--- config.mk ---
export PLATFORM = sky130hd
export DESIGN_NAME = hex_display_arbiter_flat
export DESIGN_NICKNAME = d
export VERILOG_FILES = /design/src/rtl/hex_display_arbiter_if.sv /design/src/rtl/hex_display_arbiter.sv /design/src/flat_wrapper.sv
export SDC_FILE = /design/constraint.sdc
export NUM_CORES = 1
export LEC_CHECK = 0
export CORE_ASPECT_RATIO = 1.2
export CORE_MARGIN = 2
export CORE_UTILIZATION = 45
export CTS_CLUSTER_SIZE = 12
export DETAILED_ROUTE_END_ITERATION = 10
export DONT_BUFFER_PORTS = 1
export GPL_ROUTABILITY_DRIVEN = 0
export PLACE_DENSITY = 0.59
export SYNTH_ARGS = -nofsm -noshare
export SYNTH_HDL_FRONTEND = slang
export SYNTH_SLANG_ARGS = --single-unit
--- constraint.sdc ---
create_clock -name clk -period 3.5 [get_ports clk]
set_input_delay 0.7 -clock clk [delete_from_list [all_inputs] [get_ports clk]]
set_output_delay 0.7 -clock clk [all_outputs]
set_load 0.03 [all_outputs]
--- src/rtl/hex_display_arbiter_if.sv ---
// Requester/display bus bundle for the hex display write-port arbiter.
// Latency: n/a (wires only).
// Backpressure: requesters hold req and payload until ack.
//
// Signals:
//   req, req_addr, req_data, req_window : requester side, one slice per requester
//   lock                                : burst-lock request (only with HEX_ARB_LOCK_EN)
//   ack                                 : one-hot completion pulse per requester
//   hex_addr/hex_data/hex_window/hex_we : display controller write port
//   busy                                : arbiter not idle
// master = requesters plus display sink, slave = arbiter.
interface hex_display_arbiter_if #(
  parameter int NUM_REQ = 4
) ();
  logic [NUM_REQ-1:0]    req;
  logic [2*NUM_REQ-1:0]  req_addr;
  logic [32*NUM_REQ-1:0] req_data;
  logic [2*NUM_REQ-1:0]  req_window;
`ifdef HEX_ARB_LOCK_EN
  logic [NUM_REQ-1:0]    lock;
`endif
  logic [NUM_REQ-1:0]    ack;
  logic [1:0]            hex_addr;
  logic [31:0]           hex_data;
  logic [1:0]            hex_window;
  logic                  hex_we;
  logic                  busy;

`ifdef HEX_ARB_LOCK_EN
  modport master (output req, req_addr, req_data, req_window, lock,
                  input  ack, hex_addr, hex_data, hex_window, hex_we, busy);
  modport slave  (input  req, req_addr, req_data, req_window, lock,
                  output ack, hex_addr, hex_data, hex_window, hex_we, busy);
`else
  modport master (output req, req_addr, req_data, req_window,
                  input  ack, hex_addr, hex_data, hex_window, hex_we, busy);
  modport slave  (input  req, req_addr, req_data, req_window,
                  output ack, hex_addr, hex_data, hex_window, hex_we, busy);
`endif
endinterface

--- src/rtl/hex_display_arbiter.sv ---
// Round-robin arbiter sharing the hex display write port among NUM_REQ requesters.
// Latency: req sampled at edge T -> hex_we in cycle T+1 -> ack in cycle T+2; one write per 3 cycles.
// Backpressure: requesters hold req until ack; losers simply wait, nothing is dropped.
//
// Ports: clk, rst (async, active-high), bus (hex_display_arbiter_if.slave).
// Optional feature macro HEX_ARB_LOCK_EN: adds lock input and LOCK_MAX burst locking.
// All outputs come straight from flops; req has no combinational path to outputs.
module hex_display_arbiter #(
  parameter int NUM_REQ  = 4
`ifdef HEX_ARB_LOCK_EN
  ,
  parameter int LOCK_MAX = 8
`endif
) (
  input  logic                  clk,
  input  logic                  rst,
  hex_display_arbiter_if.slave  bus
);
  localparam int IW = (NUM_REQ > 1) ? $clog2(NUM_REQ) : 1;

  typedef enum logic [1:0] {IDLE, ISSUE, ACK} state_t;

  state_t             state_q, state_d;
  logic [IW-1:0]      rr_ptr_q, rr_ptr_d;
  logic [IW-1:0]      win_q, win_d;
  logic [1:0]         addr_q, addr_d;
  logic [31:0]        data_q, data_d;
  logic [1:0]         window_q, window_d;
  logic               we_q, we_d;
  logic [NUM_REQ-1:0] ack_q, ack_d;
  logic               busy_q, busy_d;

  logic [IW-1:0]      pick, cand;
  logic               pick_vld;

`ifdef HEX_ARB_LOCK_EN
  localparam int CW = $clog2(LOCK_MAX + 1);
  logic [CW-1:0]      lock_cnt_q, lock_cnt_d;
`endif

  // Scan downward from rr_ptr+NUM_REQ to rr_ptr+1 so the last hit, i.e. the
  // first set bit after rr_ptr, wins.
  always_comb begin
    pick     = '0;
    pick_vld = 1'b0;
    cand     = '0;
    for (int k = NUM_REQ; k >= 1; k--) begin
      cand = IW'((int'(rr_ptr_q) + k) % NUM_REQ);
      if (bus.req[cand]) begin
        pick     = cand;
        pick_vld = 1'b1;
      end
    end
  end

  always_comb begin
    state_d  = state_q;
    rr_ptr_d = rr_ptr_q;
    win_d    = win_q;
    addr_d   = addr_q;
    data_d   = data_q;
    window_d = window_q;
    we_d     = 1'b0;
    ack_d    = '0;
`ifdef HEX_ARB_LOCK_EN
    lock_cnt_d = lock_cnt_q;
`endif
    case (state_q)
      IDLE: begin
        if (pick_vld) begin
          win_d = pick;
          // Payload is captured here; later changes by the requester are ignored.
          for (int i = 0; i < NUM_REQ; i++) begin
            if (pick == IW'(i)) begin
              addr_d   = bus.req_addr[2*i +: 2];
              data_d   = bus.req_data[32*i +: 32];
              window_d = bus.req_window[2*i +: 2];
            end
          end
          we_d    = 1'b1;
          state_d = ISSUE;
        end
      end
      ISSUE: begin
        ack_d   = NUM_REQ'(1) << win_q;
        state_d = ACK;
      end
      ACK: begin
        state_d  = IDLE;
        rr_ptr_d = win_q;
`ifdef HEX_ARB_LOCK_EN
        // Parking the pointer just behind the winner lets it win again next time.
        if (bus.lock[win_q] && (lock_cnt_q < CW'(LOCK_MAX - 1))) begin
          rr_ptr_d   = (win_q == '0) ? IW'(NUM_REQ - 1) : win_q - 1'b1;
          lock_cnt_d = lock_cnt_q + 1'b1;
        end else begin
          lock_cnt_d = '0;
        end
`endif
      end
      default: state_d = IDLE;
    endcase
    busy_d = (state_d != IDLE);
  end

  always_ff @(posedge clk or posedge rst) begin
    if (rst) begin
      state_q  <= IDLE;
      rr_ptr_q <= IW'(NUM_REQ - 1);
      win_q    <= '0;
      addr_q   <= '0;
      data_q   <= '0;
      window_q <= '0;
      we_q     <= 1'b0;
      ack_q    <= '0;
      busy_q   <= 1'b0;
`ifdef HEX_ARB_LOCK_EN
      lock_cnt_q <= '0;
`endif
    end else begin
      state_q  <= state_d;
      rr_ptr_q <= rr_ptr_d;
      win_q    <= win_d;
      addr_q   <= addr_d;
      data_q   <= data_d;
      window_q <= window_d;
      we_q     <= we_d;
      ack_q    <= ack_d;
      busy_q   <= busy_d;
`ifdef HEX_ARB_LOCK_EN
      lock_cnt_q <= lock_cnt_d;
`endif
    end
  end

  assign bus.hex_addr   = addr_q;
  assign bus.hex_data   = data_q;
  assign bus.hex_window = window_q;
  assign bus.hex_we     = we_q;
  assign bus.ack        = ack_q;
  assign bus.busy       = busy_q;
endmodule

--- src/flat_wrapper.sv ---
// flat-port wrapper written by rule: the top's interface ports become plain ports
module hex_display_arbiter_flat 
#(
  parameter int NUM_REQ  = 4

)
  (clk, rst, bus_req, bus_req_addr, bus_req_data, bus_req_window, bus_ack, bus_hex_addr, bus_hex_data, bus_hex_window, bus_hex_we, bus_busy);
  hex_display_arbiter_if #(.NUM_REQ(NUM_REQ)) bus_i ();
  input  logic clk;
  input  logic rst;
  input wire logic [$bits(bus_i.req)-1:0] bus_req;
  input wire logic [$bits(bus_i.req_addr)-1:0] bus_req_addr;
  input wire logic [$bits(bus_i.req_data)-1:0] bus_req_data;
  input wire logic [$bits(bus_i.req_window)-1:0] bus_req_window;
  output wire logic [$bits(bus_i.ack)-1:0] bus_ack;
  output wire logic [$bits(bus_i.hex_addr)-1:0] bus_hex_addr;
  output wire logic [$bits(bus_i.hex_data)-1:0] bus_hex_data;
  output wire logic [$bits(bus_i.hex_window)-1:0] bus_hex_window;
  output wire logic [$bits(bus_i.hex_we)-1:0] bus_hex_we;
  output wire logic [$bits(bus_i.busy)-1:0] bus_busy;
  assign bus_i.req = bus_req;
  assign bus_i.req_addr = bus_req_addr;
  assign bus_i.req_data = bus_req_data;
  assign bus_i.req_window = bus_req_window;
  assign bus_ack = bus_i.ack;
  assign bus_hex_addr = bus_i.hex_addr;
  assign bus_hex_data = bus_i.hex_data;
  assign bus_hex_window = bus_i.hex_window;
  assign bus_hex_we = bus_i.hex_we;
  assign bus_busy = bus_i.busy;
  hex_display_arbiter #(.NUM_REQ(NUM_REQ)) u_core (.clk(clk), .rst(rst), .bus(bus_i));
endmodule
==> metrics.csv, run 1 <==
stage;metric;value;unit
drt;vias_per_cell;6.04;
worst_setup_path;crit_family;flip-flops;
yosys;synth_seq_area_share;0.431;
yosys;syn_inst;247;
place;io_buffer_count;0;
worst_setup_path;cp.required;3660;ps
power_and_ir_drop;leakagePower;1.38;nW
run;maxCapViolations;0;
clocking;clkTransAtPathRegs;80;ps
sta;finalCritPeriodShare;0.639;
min_path;holdCritPathClass;input port to async pin;
drt;num_vias;1951;
clocking;clock_latency;290;ps
global_route;grt_use_total;0.181;
floorplan;rows;31;
yosys;postSynthAreaPerCell;11.3;um2
run_status;status;finished, final reports clean;
sta;worst_hold_slack;506;ps
worst_setup_path;crit_chain;nand2b_1, a21oi_1, o221ai_4, buf_4, mux2i_1, o221ai_1;
worst_setup_path;reg2regPathDepth;6;
finish;final_common_cell;mux2i_1;
place;dp_hpwl;4830;um
place;placed_cell_area;0.00274;mm2
sta;maxSlewHeadroom;0.355;
yosys;synth_area_leaders;dfrtp_1 (41%), mux2i_1 (26%), o221ai_1 (11%);
finish;fillers;565;
drt;drt-pass1-iter-count;4;
sta;drv_slew;0;
clocking;cts_made_buffers;5;
power_and_ir_drop;powerDensity;1040;mW/mm2
yosys;ys_warn_count;0;
finish;antenna_cells;0;
worst_setup_path;regToRegSetupSlack;1260;ps
worst_setup_path;crit_fanout;38;
worst_setup_path;crit_slowest_cell;dfstp_2;
finish;drive_above_1_share;0.0747;
clocking;cts.repair.resized;0;
worst_setup_path;critPathKind;flop to flop;
sta;hold_viol;0;
power_and_ir_drop;vdd_drop_max;0.588;mV
clocking;clock-sinks;48;
place;dp.cells;315;
sta;setup_violations;0;
finish;fin_util;0.471;
sta;tightest_slew;966;ps
worst_setup_path;reg2reg_from;u_core.rr_ptr_q[1]$_DFFE_PP1N_;
power_and_ir_drop;p_total;2.94;mW
global_route;grt_overflow_total;0;
floorplan;chipWidth;75.9;um
yosys;syn_nets;397;
clocking;cts_tree;yes;
yosys;synth_cell_types;24;
sta;clock_skew;8.61;ps
finish;area_delta_synth_final;1.34;%
worst_setup_path;startpoint_type;flop;
drt;drtIter0Drc;44;
sta;rsz0062_at_grt;false;
floorplan;ios;192;
floorplan;die_h;90.3;um
worst_setup_path;critPathCaptureType;flop;
drt;route.detailed.drc;0;
sta;min_period;2240;ps
global_route;grt_pass1_wl;10000;um
finish;final_nets;390;
yosys;synth_top_area_cell;dfrtp_1;
floorplan;start_util;0.465;
clocking;post_cts_buffers;0;
worst_setup_path;cp-startpoint;u_core.rr_ptr_q[1]$_DFFE_PP1N_;
clocking;cts-htree-levels;2;
clocking;clockBufferDepth;2;
sta;fmax;447;MHz
drt;antenna_left;0;
finish;final_area;0.00283;mm2
yosys;synth_area;0.00280;mm2
place;dp_slack;1110;ps
clocking;holdBufCountCts;0;
floorplan;die-area;0.00686;mm2
global_route;grt_max_degree;49;
worst_setup_path;r2r_end;u_core.bus.hex_data[30]$_DFFE_PP0P_;
sta;tns;0;ps
floorplan;core;0.00601;mm2
worst_setup_path;slowest_delay;600;ps
drt;drt_wl_total;6420;um
global_route;antenna_found_initial;0;
clocking;cts-root-buf;clkbuf_8;
yosys;synth_top_area_share;0.412;
global_route;grt_pass1_vias;1949;
drt;wl_per_cell;19.9;um
finish;layoutNonFillerInstCount;323;
worst_setup_path;cp.arrival;2390;ps
finish;final_cell_mix;mux2i_1 (73), dfrtp_1 (46), nand2_1 (45);
worst_setup_path;path_buf_inv;1;
sta;fin_ws;1260;ps
yosys;ys_seq_elements;48;
==> logic make-up (layout without fill, tap and decap cells) <==
kind of cell | Yosys count | after routing | share of synthesized area
AO/OA/AOI/OAI | 43 | 43 | 0.131
buffers and inverters | 24 | 18 | 0.0859
multiplexers | 74 | 74 | 0.265
AND/OR/NAND/NOR | 58 | 58 | 0.0868
flip-flops | 48 | 48 | 0.431
==> synth_stat cells <==
| cell type | number |
|---|---|
| a211o_2 | 1 |
| a21oi_1 | 3 |
| a31oi_1 | 1 |
| and3_1 | 1 |
| buf_12 | 8 |
| buf_2 | 3 |
| buf_4 | 1 |
| buf_6 | 1 |
| clkbuf_1 | 6 |
| clkinv_4 | 1 |
| dfrtp_1 | 46 |
| dfstp_2 | 2 |
| inv_1 | 4 |
| mux2_2 | 1 |
| mux2i_1 | 73 |
| nand2_1 | 45 |
| nand2b_1 | 5 |
| nor2_1 | 3 |
| nor2b_1 | 2 |
| nor3_1 | 1 |
| nor3b_1 | 1 |
| o21ai_0 | 1 |
| o221ai_1 | 36 |
| o221ai_2 | 1 |
==> report_power, final <==
part	internal (mW)	total [mW]	switching, mW
Combinational	0.502	1.12	0.616
Sequential	0.829	1.50	0.669
Clock	0.161	0.327	0.166
Total	1.49	2.94	1.45
==> worst max path at each step <==
stage,endpoint,slack [ps],cells after the start
3_5_place_dp,u_core.bus.hex_data[30]$_DFFE_PP0P_,1110,6
6_report,u_core.bus.hex_data[30]$_DFFE_PP0P_,1260,6
2_1_floorplan,u_core.bus.hex_addr[1]$_DFFE_PP0P_,1640,7
4_1_cts,u_core.bus.hex_data[30]$_DFFE_PP0P_,1250,6
3_3_place_gp,u_core.bus.hex_data[30]$_DFFE_PP0P_,1160,6
5_1_grt,u_core.bus.hex_data[30]$_DFFE_PP0P_,1140,6
==> sequential cells by signal (all words and copies together) (netlist names) <==
register and flops:
u_core.bus.hex_we 1, u_core.state_q 2, u_core.rr_ptr_q 2, u_core.bus.hex_window 2, u_core.bus.ack 4, u_core.win_q 2
u_core.bus.hex_addr 2, u_core.bus.hex_data 32, u_core.bus.busy 1
==> per-layer routing <==
layer  track usage  wire length (um)  up-vias
met5             0                 0        -
met4        0.0652               131        0
met3        0.0800               680       11
met2         0.324              3370      104
met1         0.188              2230      924
li1              -                 -      912
==> cell type report <==
type / count / area (um2) / area share
inverter: 5 / 23.8 / 0.00839
tap: 82 / 103 / 0.0362
timing repair buffer: 5 / 50.0 / 0.0177
clock buffer: 8 / 90.1 / 0.0318
multi-input combinational: 175 / 1360 / 0.481
sequential: 48 / 1200 / 0.425
==> worst reg2reg max path, stage by stage (launching register included) <==
cell      delay, ps
dfstp_2         600
nand2b_1        120
a21oi_1          90
o221ai_4        190
buf_4           520
mux2i_1         430
o221ai_1        150
No activity file was read; power rests on OpenSTA's default activity.
==> run 2, diff against run 1 <==
--- a/config.mk
+++ b/config.mk
@@ -5,6 +5,7 @@
 export SDC_FILE = /design/constraint.sdc
 export NUM_CORES = 1
 export LEC_CHECK = 0
+export ABC_AREA = 1
 export CORE_ASPECT_RATIO = 1.2
 export CORE_MARGIN = 2
 export CORE_UTILIZATION = 45
==> constraint.sdc (replaced) <==
create_clock -name clk -period 2.3 [get_ports clk]
set_input_delay 0.46 -clock clk [delete_from_list [all_inputs] [get_ports clk]]
set_output_delay 0.46 -clock clk [all_outputs]
set_load 0.03 [all_outputs]
==> run 2 against run 1 <==
  * Clock skew fell by 1.3 ps
  * Routed wire length rose by 60%
  * Final cell count rose by 110%
  * Non-clock buffer count rose by 17
  * Maximum frequency rose by 3.8%
  * Critical path type unchanged
==> metrics.csv, run 2 <==
stage;metric;value;unit;change
global_route;grt_use_total;0.220;;was 0.181
sta;clock_skew;7.33;ps;was 8.61 ps
yosys;synth_cell_types;22;;was 24
floorplan;start_util;0.463;;was 0.465
sta;maxSlewHeadroom;0.712;;was 0.355
min_path;holdCritPathClass;input port to async pin;;unchanged
global_route;grt_overflow_total;0;;unchanged
drt;drt_wl_total;10200;um;was 6420 um
sta;worst_hold_slack;70.2;ps;was 506 ps
worst_setup_path;reg2reg_from;u_core.rr_ptr_q[0]$_DFFE_PP1N_;;was u_core.rr_ptr_q[1]$_DFFE_PP1N_
yosys;ys_seq_elements;48;;unchanged
drt;vias_per_cell;5.14;;was 6.04
drt;drt-pass1-iter-count;5;;was 4
global_route;grt_max_degree;49;;unchanged
finish;area_delta_synth_final;11.6;%;was 1.34%
worst_setup_path;regToRegSetupSlack;140;ps;was 1260 ps
drt;num_vias;3519;;was 1951
sta;hold_viol;0;;unchanged
yosys;syn_nets;742;;was 397
yosys;ys_warn_count;0;;unchanged
yosys;synth_top_area_share;0.323;;was 0.412
clocking;clkTransAtPathRegs;90;ps;was 80 ps
finish;multi_input_area;0.00179;mm2;was 0.00136 mm2
yosys;synthFlopType;dfrtp_1;;unchanged
sta;drv_slew;0;;unchanged
clocking;clockBufferDepth;2;;unchanged
yosys;syn_inst;592;;was 247
yosys;synth_area;0.00357;mm2;was 0.00280 mm2
floorplan;ios;192;;unchanged
floorplan;die_h;102;um;was 90.3 um
run_status;status;finished, final reports clean;;unchanged
sta;finalCritPeriodShare;0.938;;was 0.639
finish;fillers;842;;was 565
worst_setup_path;r2r_end;u_core.bus.hex_data[16]$_DFFE_PP0P_;;was u_core.bus.hex_data[30]$_DFFE_PP0P_
drt;antenna_left;0;;unchanged
finish;final_nets;741;;was 390
worst_setup_path;cp.arrival;2390;ps;about the same
floorplan;core;0.00771;mm2;was 0.00601 mm2
yosys;synth_most_common_cell;nand2_1;;was mux2i_1
clocking;cts-htree-levels;2;;unchanged
global_route;grt_pass1_vias;3249;;was 1949
worst_setup_path;cp.required;2530;ps;was 3660 ps
finish;final_common_cell;nand2_1;;was mux2i_1
yosys;synth_area_leaders;dfrtp_1 (32%), nand2_1 (23%), inv_1 (13%);;was dfrtp_1 (41%), mux2i_1 (26%), o221ai_1 (11%)
yosys;postSynthAreaPerCell;6.02;um2;was 11.3 um2
drt;drtIter0Drc;137;;was 44
worst_setup_path;reg2regPathDepth;14;;was 6
run;maxCapViolations;0;;unchanged
worst_setup_path;critPathCaptureType;flop;;unchanged
place;dp_hpwl;7090;um;was 4830 um
sta;setup_violations;0;;unchanged
sta;tightest_slew;432;ps;was 966 ps
worst_setup_path;crit_fanout;9;;was 38
yosys;async_reset_ff_frac;1.00;;unchanged
floorplan;chipWidth;85.3;um;was 75.9 um
sta;fmax;464;MHz;was 447 MHz
clocking;cts_tree;yes;;unchanged
drt;wl_per_cell;15.0;um;was 19.9 um
drt;route.detailed.drc;0;;unchanged
place;placed_cell_area;0.00361;mm2;was 0.00274 mm2
clocking;cts-root-buf;clkbuf_8;;unchanged
sta;tns;0;ps;unchanged
sta;rsz0062_at_grt;true;;was false
finish;final_cell_mix;nand2_1 (215), inv_1 (119), nand3_1 (73);;was mux2i_1 (73), dfrtp_1 (46), nand2_1 (45)
finish;final_area;0.00398;mm2;was 0.00283 mm2
clocking;cts_made_buffers;5;;unchanged
finish;antenna_cells;0;;unchanged
clocking;clock_latency;300;ps;was 290 ps
sta;min_period;2160;ps;was 2240 ps
clocking;clock-sinks;48;;unchanged
worst_setup_path;startpoint_type;flop;;unchanged
yosys;synth_edf_count;0;;unchanged
yosys;synthTopCellsByCount;nand2_1 (217), inv_1 (121), nand3_1 (76);;was mux2i_1 (73), dfrtp_1 (46), nand2_1 (45)
worst_setup_path;critPathKind;flop to flop;;unchanged
finish;drive_above_1_share;0.0895;;was 0.0747
floorplan;rows;35;;was 31
floorplan;die-area;0.00866;mm2;was 0.00686 mm2
yosys;synth_top_area_cell;dfrtp_1;;unchanged
place;io_buffer_count;0;;unchanged
global_route;antenna_found_initial;0;;unchanged
finish;largest_register_ffs;32;;unchanged
global_route;grt_pass1_wl;15300;um;was 10000 um
finish;final-seq-area;0.00120;mm2;unchanged
yosys;synth_seq_area_share;0.338;;was 0.431
[run 2: changes by cell type after synthesis, sizes merged, moves of 3 or more]
cell    delta
o21ai     +75
clkinv     +3
nor3       +3
inv      +119
mux2i     -73
nand3     +76
buf        +9
nand2    +176
clkbuf     +6
nand2b     -5
o221ai    -37
[run 2: kinds of logic (layout without fill, tap and decap cells)]
family	Yosys count	count (layout)	share of synthesized area
DFF	48	48	0.338
AOI/OAI and AO/OA	78	78	0.111
and+or+nand+nor	305	309	0.358
buffers and inverters	161	157	0.193
[run 2: cell type report]
cell class | count | share of cell area
well taps | 92 | 0.0289
inverters | 127 | 0.123
clock buffers | 7 | 0.0242
repair buffers | 22 | 0.0654
clock inverters | 1 | 0.00754
multi-input cells | 387 | 0.449
flip-flops and latches | 48 | 0.302
[run 2: metrics by stage]
stage / instances / utilization / setup WS [ps]
after floorplan: 592 / - / 387
after global placement: 664 / 0.469 / 135
after detailed placement: 664 / 0.469 / 95.3
after CTS: 672 / 0.485 / 69.0
after global routing: 684 / 0.517 / -38.2
final: 684 / 0.517 / 144
[run 2: routing by layer]
layer  track usage  part of all wire  vias up  wire [um]
met1         0.259              0.40     1568       4050
met2         0.389              0.50      148       5140
li1              -                 -     1788          -
met3        0.0628             0.085       15        873
met4        0.0647             0.018        0        189
met5             0                 0        -          0
[run 2: critical path: stages, from the launching register on]
cell and delay, ps:
dfstp_2 630, inv_4 80, nand2_2 70, nand2_1 80
and2_1 160, nor2_1 90, nand3_1 130, nand2_4 180
clkinvlp_4 130, buf_12 160, nand2_4 140, nand3_1 100
nand2_1 60, nand2_1 40, nand2_1 50
[run 2: worst max-delay path by stage]
| stage | startpoint | endpoint | slack (ps) | cells past startpoint |
|---|---|---|---|---|
| 2_1_floorplan | u_core.rr_ptr_q[0]$_DFFE_PP1N_ | u_core.bus.hex_data[0]$_DFFE_PP0P_ | 390 | 18 |
| 3_3_place_gp | u_core.rr_ptr_q[0]$_DFFE_PP1N_ | u_core.bus.hex_data[30]$_DFFE_PP0P_ | 140 | 13 |
| 3_5_place_dp | u_core.rr_ptr_q[0]$_DFFE_PP1N_ | u_core.bus.hex_data[30]$_DFFE_PP0P_ | 100 | 13 |
| 4_1_cts | u_core.rr_ptr_q[0]$_DFFE_PP1N_ | u_core.bus.hex_data[30]$_DFFE_PP0P_ | 70 | 13 |
| 5_1_grt | u_core.rr_ptr_q[0]$_DFFE_PP1N_ | u_core.bus.hex_data[28]$_DFFE_PP0P_ | -40 | 16 |
| 6_report | u_core.rr_ptr_q[0]$_DFFE_PP1N_ | u_core.bus.hex_data[16]$_DFFE_PP0P_ | 140 | 14 |
[run 2: timing repair]
item,CTS,global route
hold buffers,0,0
endpoints found under the setup margin,0,36
buffers inserted,0,8
resized for setup,0,31
Power of run 2 is left out: the tool's default activity adds up to more than one toggle a clock period on the data nets, which glitch-free logic cannot reach.
